===== src/rtl/branch_resolver_serial_pkg.sv =====
// Shared definitions for the serial branch resolver: slice width, funct3
// encodings, FSM state encoding and the branch-decision helper.
package branch_resolver_serial_pkg;

    localparam int SLICE_W = 4;

    localparam logic [2:0] F3_BEQ  = 3'b000;
    localparam logic [2:0] F3_BNE  = 3'b001;
    localparam logic [2:0] F3_BLT  = 3'b100;
    localparam logic [2:0] F3_BGE  = 3'b101;
    localparam logic [2:0] F3_BLTU = 3'b110;
    localparam logic [2:0] F3_BGEU = 3'b111;

    typedef enum logic [1:0] {
        ST_IDLE = 2'd0,
        ST_SCAN = 2'd1,
        ST_DONE = 2'd2
    } state_t;

    // funct3 010/011 do not encode a conditional branch.
    function automatic logic f3_illegal(input logic [2:0] f3);
        return (f3 == 3'b010) || (f3 == 3'b011);
    endfunction

    // Branch decision from comparison flags; illegal encodings never take.
    function automatic logic branch_taken(input logic [2:0] f3, input logic zf,
                                          input logic slt, input logic sltu);
        logic t;
        case (f3)
            F3_BEQ:  t = zf;
            F3_BNE:  t = !zf;
            F3_BLT:  t = slt;
            F3_BGE:  t = !slt;
            F3_BLTU: t = sltu;
            F3_BGEU: t = !sltu;
            default: t = 1'b0;
        endcase
        return t;
    endfunction

endpackage


===== src/rtl/branch_resolver_serial_nibble_cmp.sv =====
// 4-bit slice comparator.
//   a, b  : slice operands
//   eq    : a == b
//   lt_u  : a < b, unsigned
//   lt_s  : a < b, two's-complement (used only for the top slice)
module nibble_cmp
    import branch_resolver_serial_pkg::*;
(
    input  logic [SLICE_W-1:0] a,
    input  logic [SLICE_W-1:0] b,
    output logic               eq,
    output logic               lt_u,
    output logic               lt_s
);

    assign eq   = (a == b);
    assign lt_u = (a < b);
    assign lt_s = ($signed(a) < $signed(b));

endmodule


===== src/rtl/branch_resolver_serial.sv =====
// Iterative RISC-V branch resolver. Compares rs1/rs2 one 4-bit slice per
// cycle, most significant slice first, then produces the branch decision
// and next PC.
//   clk, rst_n            clock, synchronous active-low reset
//   in_valid/in_ready     request handshake (ready only in IDLE)
//   in_rs1, in_rs2        operands
//   in_funct3, in_pc,     branch encoding, instruction PC, sign-extended
//   in_imm                offset
//   out_valid/out_ready   result handshake (result held until accepted)
//   out_taken, out_target decision and next PC (pc+imm or pc+4, wrapping)
//   out_illegal           funct3 was 010/011
//   out_zf/slt/sltu       equality, signed-less, unsigned-less flags
module branch_resolver_serial
    import branch_resolver_serial_pkg::*;
#(
    parameter int XLEN       = 32,
    parameter int EARLY_EXIT = 1
) (
    input  logic            clk,
    input  logic            rst_n,
    input  logic            in_valid,
    output logic            in_ready,
    input  logic [XLEN-1:0] in_rs1,
    input  logic [XLEN-1:0] in_rs2,
    input  logic [2:0]      in_funct3,
    input  logic [XLEN-1:0] in_pc,
    input  logic [XLEN-1:0] in_imm,
    output logic            out_valid,
    input  logic            out_ready,
    output logic            out_taken,
    output logic [XLEN-1:0] out_target,
    output logic            out_illegal,
    output logic            out_zf,
    output logic            out_slt,
    output logic            out_sltu
);

    localparam int NSLICE = XLEN / SLICE_W;
    localparam int IDX_W  = (NSLICE > 1) ? $clog2(NSLICE) : 1;

    state_t state_q, state_n;

    logic [IDX_W-1:0] idx_q;
    logic             hit_q;
    logic             zf_q, slt_q, sltu_q;
    logic [XLEN-1:0]  rs1_q, rs2_q, pc_q, imm_q;
    logic [2:0]       f3_q;

    logic [SLICE_W-1:0] sl_a, sl_b;
    logic               sl_eq, sl_ltu, sl_lts;
    logic               is_top, is_last, new_hit, scan_done;
    logic               zf_n, slt_n, sltu_n, taken_n, illegal_n;

    // Single comparator shared across all slices, steered by idx.
    assign sl_a = rs1_q[int'(idx_q)*SLICE_W +: SLICE_W];
    assign sl_b = rs2_q[int'(idx_q)*SLICE_W +: SLICE_W];

    nibble_cmp u_cmp (
        .a    (sl_a),
        .b    (sl_b),
        .eq   (sl_eq),
        .lt_u (sl_ltu),
        .lt_s (sl_lts)
    );

    assign is_top    = (idx_q == IDX_W'(NSLICE - 1));
    assign is_last   = (idx_q == '0);
    assign new_hit   = !hit_q && !sl_eq;
    assign scan_done = is_last || ((EARLY_EXIT != 0) && new_hit);

    // Flag values as they stand at the end of this SCAN cycle. Only the top
    // slice carries the sign, so lower slices compare unsigned for slt too.
    always_comb begin
        // NOTE: every always_comb output gets a default first so no path
        // leaves it unassigned, which would otherwise infer a latch.
        zf_n   = zf_q;
        slt_n  = slt_q;
        sltu_n = sltu_q;
        if (new_hit) begin
            zf_n   = 1'b0;
            sltu_n = sl_ltu;
            slt_n  = is_top ? sl_lts : sl_ltu;
        end else if (!hit_q && is_last) begin
            zf_n   = 1'b1;
            slt_n  = 1'b0;
            sltu_n = 1'b0;
        end
    end

    assign illegal_n = f3_illegal(f3_q);
    assign taken_n   = !illegal_n && branch_taken(f3_q, zf_n, slt_n, sltu_n);

    // ---------------- FSM: state register ----------------
    always_ff @(posedge clk) begin
        // NOTE: sequential state uses non-blocking assignments so every
        // register samples pre-edge values regardless of statement order.
        if (!rst_n) state_q <= ST_IDLE;
        else        state_q <= state_n;
    end

    // ---------------- FSM: next state ----------------
    always_comb begin
        state_n = state_q;
        case (state_q)
            ST_IDLE: if (in_valid) state_n = ST_SCAN;
            ST_SCAN: if (scan_done) state_n = ST_DONE;
            ST_DONE: if (out_ready) state_n = ST_IDLE;
            default: state_n = ST_IDLE;
        endcase
    end

    // ---------------- FSM: outputs ----------------
    always_comb begin
        in_ready  = (state_q == ST_IDLE);
        out_valid = (state_q == ST_DONE);
    end

    // ---------------- Datapath ----------------
    always_ff @(posedge clk) begin
        // NOTE: the latched operands are reset along with control state so
        // outputs read all-zero after reset; the block is small enough that
        // this costs nothing worth avoiding.
        if (!rst_n) begin
            idx_q       <= '0;
            hit_q       <= 1'b0;
            zf_q        <= 1'b0;
            slt_q       <= 1'b0;
            sltu_q      <= 1'b0;
            rs1_q       <= '0;
            rs2_q       <= '0;
            pc_q        <= '0;
            imm_q       <= '0;
            f3_q        <= '0;
            out_taken   <= 1'b0;
            out_target  <= '0;
            out_illegal <= 1'b0;
            out_zf      <= 1'b0;
            out_slt     <= 1'b0;
            out_sltu    <= 1'b0;
        end else begin
            case (state_q)
                ST_IDLE: begin
                    if (in_valid) begin
                        rs1_q  <= in_rs1;
                        rs2_q  <= in_rs2;
                        pc_q   <= in_pc;
                        imm_q  <= in_imm;
                        f3_q   <= in_funct3;
                        idx_q  <= IDX_W'(NSLICE - 1);
                        hit_q  <= 1'b0;
                        zf_q   <= 1'b0;
                        slt_q  <= 1'b0;
                        sltu_q <= 1'b0;
                    end
                end
                ST_SCAN: begin
                    zf_q   <= zf_n;
                    slt_q  <= slt_n;
                    sltu_q <= sltu_n;
                    if (new_hit) hit_q <= 1'b1;
                    if (scan_done) begin
                        out_zf      <= zf_n;
                        out_slt     <= slt_n;
                        out_sltu    <= sltu_n;
                        out_illegal <= illegal_n;
                        out_taken   <= taken_n;
                        out_target  <= taken_n ? (pc_q + imm_q) : (pc_q + XLEN'(4));
                    end else begin
                        idx_q <= idx_q - IDX_W'(1);
                    end
                end
                default: ;
            endcase
        end
    end

endmodule


===== config.mk =====
export PLATFORM = sky130hd
export DESIGN_NAME = branch_resolver_serial
export DESIGN_NICKNAME = d
export VERILOG_FILES = /design/src/rtl/branch_resolver_serial_pkg.sv /design/src/rtl/branch_resolver_serial_nibble_cmp.sv /design/src/rtl/branch_resolver_serial.sv
export SDC_FILE = /design/constraint.sdc
export NUM_CORES = 1
export LEC_CHECK = 0
export CAP_MARGIN = 25
export CORE_MARGIN = 1
export CORE_UTILIZATION = 58
export CTS_BUF_LIST = sky130_fd_sc_hd__clkbuf_4 sky130_fd_sc_hd__clkbuf_8
export DETAILED_ROUTE_END_ITERATION = 10
export GPL_ROUTABILITY_DRIVEN = 0
export PLACE_DENSITY = 0.95
export SYNTH_ARGS = -nofsm -noshare
export SYNTH_HDL_FRONTEND = slang
export SYNTH_SLANG_ARGS = --single-unit

===== constraint.sdc =====
create_clock -name clk -period 7.4 [get_ports clk]
set_clock_uncertainty 0.1 [all_clocks]
set_input_delay 1.11 -clock clk [delete_from_list [all_inputs] [get_ports clk]]
set_output_delay 1.11 -clock clk [all_outputs]
set_load 0.01 [all_outputs]

Word level (Yosys, flattened, before mapping)

Cells that the tools add are included.

Add/sub/neg operators: 3
Order comparisons: 2
Equality and inequality tests: 16
Shift operators: 2
Muxes and demuxes: 22
Reductions and logical operators: 21

Operator list:

| cell                  | count |
|---|---|
| $shiftx 32x6->4       | 2 |
| $add 32x3->32 const B | 1 |
| $add 32x32->32        | 1 |
| $mux 32               | 1 |
| $eq 3x3->1 const B    | 5 |
| $mux 1                | 9 |
| $reduce_and 3->1      | 3 |
| $lt 4x4->1            | 2 |
| $ne 2x2->1 const B    | 4 |
| $pmux 1 s2            | 4 |
| $eq 3x2->1 const B    | 2 |
| $logic_not 1->1       | 6 |
| $logic_not 3->1       | 2 |
| $mux 2                | 3 |
| $mux 3                | 2 |
| $pmux 1 s6            | 1 |
| $pmux 2 s3            | 1 |
| $pmux 3 s2            | 1 |
| $reduce_and 2->1      | 3 |
| $eq 4x4->1            | 1 |
| $eq 3x1->1 const B    | 1 |
| $logic_and 1x1->1     | 3 |
| $sub 3x1->3 const B   | 1 |
| $eq 2x1->1 const B    | 1 |
| 5 further kinds       | 6 |

Register bits after elaboration: 177
Input port bits: 135
Output and inout bits: 39

Longest topological paths before layout

Gate-level depths: netlist of the first run.

Depth after elaboration: 9
Mapped depth: 16

By module

Synthesis of the first run repeated with hierarchy kept, for this count alone.

Cell total of the unflattened synthesis: 1165
Area total of the unflattened synthesis: 9150.0 µm²

Modules (own cells, without submodules):

| module                 | instances | cells an instance | area each (µm²) |
|---|---|---|---|
| branch_resolver_serial | 1         | 1145              | 9021.2 |
| nibble_cmp             | 1         | 20                | 128.9 |

Worst setup path before layout of the first run

OpenSTA, ideal clock, no wires.

Kind: register to register
Start point: register idx_q[0]
End point: register out_target[9]
Setup time: 0.132 ns
Data arrival time: 4.000 ns
Required time: 7.168 ns
Setup slack: 3.168 ns
Stages on the path, launching flop included: 16
Buffers on the path: 3
Period minus slack after synthesis: 4.232 ns
Path through: dfxtp_1 -> clkbuf_1 -> clkbuf_1 -> mux4_2 -> mux2i_1 -> ha_1 -> o21ai_1 -> a21oi_1 -> or3_1 -> a22o_1 -> xnor2_1 -> a311oi_4 -> buf_4 -> nor2_1 -> a211oi_1 -> nor3_1

Word-level cells in the longest chain between the ends: 9
Elaborated cells between the ends (all ways): 25
Those cells by class: order compare (2); eq/ne (2); shift (2); mux (9); reduce/logical (10)

Ends and longest elaborated chain:

| what                                               | RTL line                      | RTL |
|---|---|---|
| start, declared                                    | branch_resolver_serial.sv:43  | `logic [IDX_W-1:0] idx_q;` |
| start signal, assigned                             | branch_resolver_serial.sv:149 | `idx_q <= IDX_W'(NSLICE - 1);` |
| start signal, assigned                             | branch_resolver_serial.sv:169 | `idx_q <= idx_q - IDX_W'(1);` |
| branches (longest 9 deep; another with $lt 4x4->1) | -                             |  |
| end signal, assigned                               | branch_resolver_serial.sv:167 | `out_target <= taken_n ? (pc_q + imm_q) : (pc_q + XLEN'(4));` |
| end, declared                                      | branch_resolver_serial.sv:31  | `output logic [XLEN-1:0] out_target,` |

Several ways; the timed one is not identified.
A chain may end at the register's enable or synchronous reset.

Final worst setup path of the first run

Start point: register idx_q[1]
End point: register out_target[30]

The elaborated chain is that of the path after synthesis.

==> implementation parameters, run 1 <==
Parameter                              Value

Synth
  Post-Synthesis Mean Instance Area    7.88 um^2
  Fraction of the mapped netlist area in adder cells    5.62%
  Post-synth design cell area    0.00904 mm^2
  Number of distinct library cells after synthesis    54
  Synthesized Nets    1323
  Share of Yosys cell area claimed by the top area cell type    39.2%
  Number of flops mapped to enable cells by yosys    0
  Library cell with the largest summed area after synthesis    sky130_fd_sc_hd__dfxtp_1
  Total of flip-flops plus latches after synthesis    177
  Top area cells in the synthesized netlist    sky130_fd_sc_hd__dfxtp_1, sky130_fd_sc_hd__nand2_1, sky130_fd_sc_hd__a21oi_1
  Primary FF master, synth    sky130_fd_sc_hd__dfxtp_1
  Post-Synth Simple-Gate Area    21.8%
  Synthesized-area fraction occupied by ao, oa, aoi and oai cells    18.6%
  Top cells by instance count after synthesis    sky130_fd_sc_hd__nand2_1, sky130_fd_sc_hd__a21oi_1, sky130_fd_sc_hd__dfxtp_1
  Largest family of logic cells by synthesized area    simple AND/OR/NAND/NOR gates
  Dominant cell by count in the synthesized netlist    sky130_fd_sc_hd__nand2_1
  Share of flip-flops with an asynchronous set or reset after synthesis    0%
  Post-Syn Instances    1148
  Parity-gate share of the synthesized area counting xor and xnor cells    5.62%
  Warnings, synthesis    0
  Proportion of synthesized chip area in sequential cells    39.2%
  Proportion of synthesized area in mux cells    5.49%

Setup path
  Highest-delay cell along the critical path    sky130_fd_sc_hd__dfxtp_1
  Source of the worst register-to-register timing path    idx_q[1]
  Crit start category    register
  Type of the worst setup path    register to register
  Critical path's most frequent cell    sky130_fd_sc_hd__a21oi_1
  Longest individual stage delay on the worst path    880 ps
  Chain of cells forming the critical path    mux4_2 -> mux2_2 -> ha_1 -> o21ai_1 -> a21oi_1 -> or3_1 -> a22o_1 -> xnor2_1 -> a311oi_4 -> buf_4 -> a21oi_1 -> a211o_1 -> o31ai_1
  Launch point of the worst path    idx_q[1]
  Maximum fanout count along the critical path    60
  Type of destination of the critical path    register
  Worst path arrival time    4850 ps
  Critical Path RT    7700 ps
  Number of cells traversed by the worst register-to-register path    13

GRT
  Maximum number of pins on one net before global-route repair    92
  Global-route wire length before repair    39100 um
  GR Util All Layers    30.3%
  Antenna violations before repair    0
  Remaining global-route overflow    0
  Number of global-route vias before repair    8243

Power
  Total power consumption of the routed design    2.76 mW
  Fraction of power consumed by sequential logic    42.5%
  Clock share of power    24.6%
  Worst VDD drop    0.000196 V
  Comb pwr share    32.9%
  Switching power total    1.03 mW
  Switching share of total power    37.4%
  Internal Power    1.73 mW
  Total power per unit cell area    246 mW/mm^2
  Standby leakage power    4.36 nW

Hold path
  Worst Hold Class    register to register
  Hold Path Origin    rs2_q[27]
  Cells on Worst Hold Path    2

Outcome
  Result of the run    completed

Clocking
  Number of buffers inserted during clock tree synthesis    17
  Hold-fix buffer count after cts    0
  Number of sinks handled by clock tree synthesis    177
  Clock latency on the worst-skew pair    490 ps
  Post-CTS setup buffers    0
  Buffer depth of the longest clock path    2
  Htree depth    4
  Resized cells post-CTS    0
  Clock input transition at the sequential cells of the worst setup and hold paths    110 ps
  Clock tree from TritonCTS    done
  Cell chosen for the clock root    sky130_fd_sc_hd__clkbuf_8

Floorplan
  Overall die area    0.0161 mm^2
  Number of cell rows    45
  Initial cell density of the core    59.5%
  Horizontal die dimension    127 um
  Vert. Die Dim    127 um
  Top Ports    174
  Area of the placeable core    0.0152 mm^2

Placement
  DPL Wire Length    16900 um
  Count of port buffers added during placement    173
  Worst setup slack after placement    2940 ps
  Cell area after placement    0.0108 mm^2
  Inst Count DP    1445

Cells and area
  Fraction of final layout cells with drive strength greater than 1    5.35%
  Nets    1451
  Growth of design area from synthesis to finish    24.2%
  Post-route cell area    0.0112 mm^2
  Number of antenna diodes    0
  Cell Count, Final, Fillers Out    1477

STA
  Final hold vios    0
  Unrepaired setup endpoints after global routing    false
  Minimum clock period    4550 ps
  Pins Over Slew Limit    0
  Slew at the pin with the worst max-slew slack    921 ps
  Minimum setup slack in the final design    2850 ps
  Highest Clock Rate    220 MHz
  Remaining max-slew budget at the tightest pin    38.6%
  Final count of negative-setup-slack endpoints    0
  Total Negative Setup Slacks    0 ps
  Tcrit/Tclk final    61.5%

Route
  Number of detailed-routing iterations run before antenna repair    7
  Total detailed-routing wirelength    23800 um
  Via/cell ratio    5.85
  DR iter-0 viols    838
  Antenna viol nets, final    0
  Total number of vias    8646
  Remaining routing DRC violations    0
  Mean routed wirelength per cell    16.1 um

Flow run
  Number of maximum-capacitance constraint violations    0
==> stage by stage <==
stage	utilization [%]	hold slack, ps
after floorplan	-	333
after global placement	70.9	340
after detailed placement	71.2	344
after CTS	73.9	359
after global routing	73.9	380
final	73.9	362
==> placed cells by master, fill, tap and decap left out, drive strengths merged, types with 5 or more instances in the layout <==
cell type and instances:
mux2 5, and4 5, clkdlybuf4s50 173, o21bai 6, nor2 53, o211ai 11
inv 22, buf 8, nand3 26, a21o 11, ha 39, mux2i 8
nor3 14, nand4 8, mux4 16, dfxtp 177, nand2 314, o21ai 35
xnor2 32, a31oi 9, xor2 26, and2 5, clkbuf 17, a21oi 187
nand2b 14, and3 12, clkinv 5, a211oi 13
==> critical path, delay by kind of cell (launching register included) <==
kind | cells | cell delay, ps
multiplexers | 2 | 720
adder cells (fa/ha/maj) | 1 | 320
AO/OA/AOI/OAI | 7 | 1330
flip-flops | 1 | 880
AND/OR/NAND/NOR | 1 | 370
XOR/XNOR | 1 | 170
buffers and inverters | 1 | 520
==> sequential cells by signal, summed over array words and instances (netlist names) <==
register	cells
imm_q	32
out_target	32
pc_q	32
rs1_q	32
rs2_q	32
f3_q	3
idx_q	3
state_q	2
hit_q	1
out_illegal	1
out_slt	1
out_sltu	1
out_taken	1
out_zf	1
slt_q	1
sltu_q	1
zf_q	1
==> cell type report <==
| type | count | area, um^2 |
|---|---|---|
| Clock buffer | 17 | 234 |
| Tap cell | 188 | 235 |
| Timing Repair Buffer | 181 | 1820 |
| Clock inverter | 15 | 180 |
| Inverter | 13 | 51.3 |
| Sequential cell | 177 | 3540 |
| Fill cell | 1063 | 3970 |
| Multi-Input combinational cell | 886 | 5170 |
==> logic make-up (layout without fill, tap and decap cells) <==
| family | after synthesis | in the layout |
|---|---|---|
| simple gates | 466 | 466 |
| flops | 177 | 177 |
| fa+ha+maj | 40 | 40 |
| mux | 29 | 29 |
| xor+xnor | 58 | 58 |
| compound gates | 293 | 293 |
| buf+inv | 85 | 226 |
==> worst paths after layout <==
check / endpoint / slack [ps]
setup / recovery: out_target[30] / 2850
hold reg to reg: rs2_q[27] / 360
setup reg to reg: out_target[30] / 2850
hold / removal: rs2_q[27] / 360
==> power by group through the flow <==
stage	Combinational [mW]	Sequential (mW)	Clock [mW]
final	0.907	1.17	0.680
after global routing	1.00	1.19	0.724
after CTS	0.903	1.17	0.684
after detailed placement	0.892	1.19	0
after global placement	0.844	1.19	0
after floorplan	0.615	1.17	0
==> per-layer routing <==
layer | vias up | track usage [%] | share of wire (%)
met4 | 0 | 13.3 | 3.4
met5 | - | 0 | 0
met1 | 3993 | 37.2 | 41
met3 | 71 | 5.53 | 6.8
li1 | 4201 | - | -
met2 | 381 | 52.0 | 49
Power figures use the tool's default switching activity.
==> run 2, diff against run 1 <==
Settings changed: CORE_UTILIZATION 58 to 54, PLACE_DENSITY 0.95 to 0.94.
Clock period 7.4 ns to 4.36 ns, I/O delays scaled along.
==> implementation parameters, run 2 (synthesized netlist as in run 1, its figures left out) <==
Parameter                              Value

Setup path
  Kind of cell with the highest combined delay on the critical path    compound AO/OA/AOI/OAI gates
  Type of the worst setup path    register to register
  Launch point of the worst path    idx_q[0]
  Chain of cells forming the critical path    buf_4 -> mux4_2 -> mux2_2 -> ha_1 -> o21ai_1 -> a21oi_1 -> or3_1 -> a22o_1 -> xnor2_1 -> a311oi_4 -> buf_12 -> nand3_1 -> o21ai_0 -> o21bai_1
  Maximum fanout count along the critical path    60
  Type of destination of the critical path    register
  Longest individual stage delay on the worst path    540 ps
  Crit start category    register
  Highest-delay cell along the critical path    sky130_fd_sc_hd__mux4_2
  Critical Path RT    4670 ps
  Worst path arrival time    4410 ps
  Source of the worst register-to-register timing path    idx_q[0]
  Endpoint of the most critical register-to-register path    out_target[29]
  Number of cells traversed by the worst register-to-register path    14
  Sum of buffers and inverters on the critical path    2
  Setup slack, reg-to-reg    260 ps

GRT
  GR Util All Layers    29.1%
  Global-route wire length before repair    40900 um
  Number of global-route vias before repair    8609
  Maximum number of pins on one net before global-route repair    81
  Antenna violations before repair    0
  Remaining global-route overflow    0

Cells and area
  Fraction of final layout cells with drive strength greater than 1    5.86%
  Filler cell count in the final layout    1194
  Nets    1458
  Most frequent standard cell in the layout excluding fill and tap cells    sky130_fd_sc_hd__nand2_1
  Commonest cells after routing, fill and taps aside    sky130_fd_sc_hd__nand2_1, sky130_fd_sc_hd__a21oi_1, sky130_fd_sc_hd__dfxtp_1, sky130_fd_sc_hd__clkdlybuf4s50_1, sky130_fd_sc_hd__nor2_1
  Number of antenna diodes    0
  Growth of design area from synthesis to finish    25.0%

Clocking
  Cell chosen for the clock root    sky130_fd_sc_hd__clkbuf_8
  Post-CTS setup buffers    0
  Number of sinks handled by clock tree synthesis    177
  Buffer depth of the longest clock path    2
  Number of buffers inserted during clock tree synthesis    17
  Hold-fix buffer count after cts    0
  Clock latency on the worst-skew pair    490 ps
  Clock input transition at the sequential cells of the worst setup and hold paths    100 ps
  Clock tree from TritonCTS    done
  Htree depth    4
  Resized cells post-CTS    0

Route
  Remaining routing DRC violations    0
  Antenna viol nets, final    0
  Via/cell ratio    5.82
  Total number of vias    8793
  Mean routed wirelength per cell    16.4 um
  Total detailed-routing wirelength    24900 um
  DR iter-0 viols    796
  Number of detailed-routing iterations run before antenna repair    5

STA
  Slew at the pin with the worst max-slew slack    867 ps
  Final hold vios    0
  Minimum clock period    4100 ps
  Tcrit/Tclk final    94.1%
  Highest Clock Rate    244 MHz
  Hold slack final    357 ps
  Unrepaired setup endpoints after global routing    false
  Remaining max-slew budget at the tightest pin    42.0%
  Total Negative Setup Slacks    0 ps
  Pins Over Slew Limit    0
  Minimum setup slack in the final design    256 ps
  Final count of negative-setup-slack endpoints    0

Power
  Total power per unit cell area    416 mW/mm^2
  Worst VDD drop    0.000235 V
  Standby leakage power    4.37 nW

Placement
  DPL Wire Length    17800 um
  Worst setup slack after placement    320 ps
  Count of port buffers added during placement    173

Floorplan
  Horizontal die dimension    131 um
  Area of the placeable core    0.0161 mm^2
  Overall die area    0.0173 mm^2
  Top Ports    174
  Number of cell rows    46
  Vert. Die Dim    131 um
  Initial cell density of the core    56.1%

Hold path
  Worst Hold Class    register to register
  Worst Hold Path EP    rs2_q[26]
  Cells on Worst Hold Path    2
  Hold Path Origin    rs2_q[26]

Flow run
  Number of maximum-capacitance constraint violations    0

Outcome
  Result of the run    completed
## run 2: changes by cell type in the layout (fill, tap and decap cells not counted), sizes merged
| cell | previous run | this run |
|---|---|---|
| clkinvlp | 1 | 5 |
| bufinv | 0 | 1 |
| clkinv | 5 | 4 |
| inv | 22 | 17 |
| buf | 8 | 15 |
| clkbuf | 17 | 18 |
## run 2: area by class of cell
class                           count  area (um^2)  share of cell area [%]
Tap cell                          216          270                    2.39
Multi-Input combinational cell    886         5170                    45.7
Clock buffer                       18          248                    2.19
Sequential cell                   177         3540                    31.4
Clock inverter                     14          153                    1.35
Inverter                           13         51.3                   0.454
Timing Repair Buffer              188         1870                    16.5
## run 2: through the flow
stage                     utilization [%]  cells  instance area (um^2)  power, mW
after floorplan                         -   1148                  9040       3.02
final                                70.1   1512                 11300       4.70
after detailed placement             67.6   1480                 10900       3.56
after CTS                            70.1   1512                 11300       4.69
after global placement               67.6   1480                 10900       3.49
after global routing                 70.1   1512                 11300       4.94
## run 2: report_power, final
part,switching (mW),internal (mW),leakage [nW],total (mW)
clock network,0.648,0.485,0.186,1.13
registers,0.174,1.81,1.45,1.99
logic,0.882,0.696,2.74,1.58
total,1.70,2.99,4.37,4.70
## run 2: worst reg2reg max path, stage by stage (launching register included)
cell,delay (ps)
sky130_fd_sc_hd__dfxtp_1,350
sky130_fd_sc_hd__buf_4,230
sky130_fd_sc_hd__mux4_2,540
sky130_fd_sc_hd__mux2_2,310
sky130_fd_sc_hd__ha_1,320
sky130_fd_sc_hd__o21ai_1,120
sky130_fd_sc_hd__a21oi_1,70
sky130_fd_sc_hd__or3_1,360
sky130_fd_sc_hd__a22o_1,250
sky130_fd_sc_hd__xnor2_1,170
sky130_fd_sc_hd__a311oi_4,350
sky130_fd_sc_hd__buf_12,290
sky130_fd_sc_hd__nand3_1,180
sky130_fd_sc_hd__o21ai_0,250
sky130_fd_sc_hd__o21bai_1,150
## run 2: how the worst max path moves through the flow
stage / cells past startpoint / slack (ps) / to
after floorplan: 15 / 130 / out_target[9]
after global placement: 14 / 460 / out_target[30]
after detailed placement: 14 / 320 / out_target[30]
after CTS: 14 / 280 / out_target[30]
after global routing: 14 / 80 / out_target[29]
final: 14 / 260 / out_target[29]
## run 2: layer usage
| layer | GRT usage, % | part of all wire [%] | wire, um |
|---|---|---|---|
| met5 | 0 | 0 | 0 |
| met4 | 14.4 | 4.0 | 993 |
| met3 | 6.13 | 7.9 | 1950 |
| met2 | 48.4 | 47 | 11800 |
| met1 | 35.5 | 41 | 10100 |
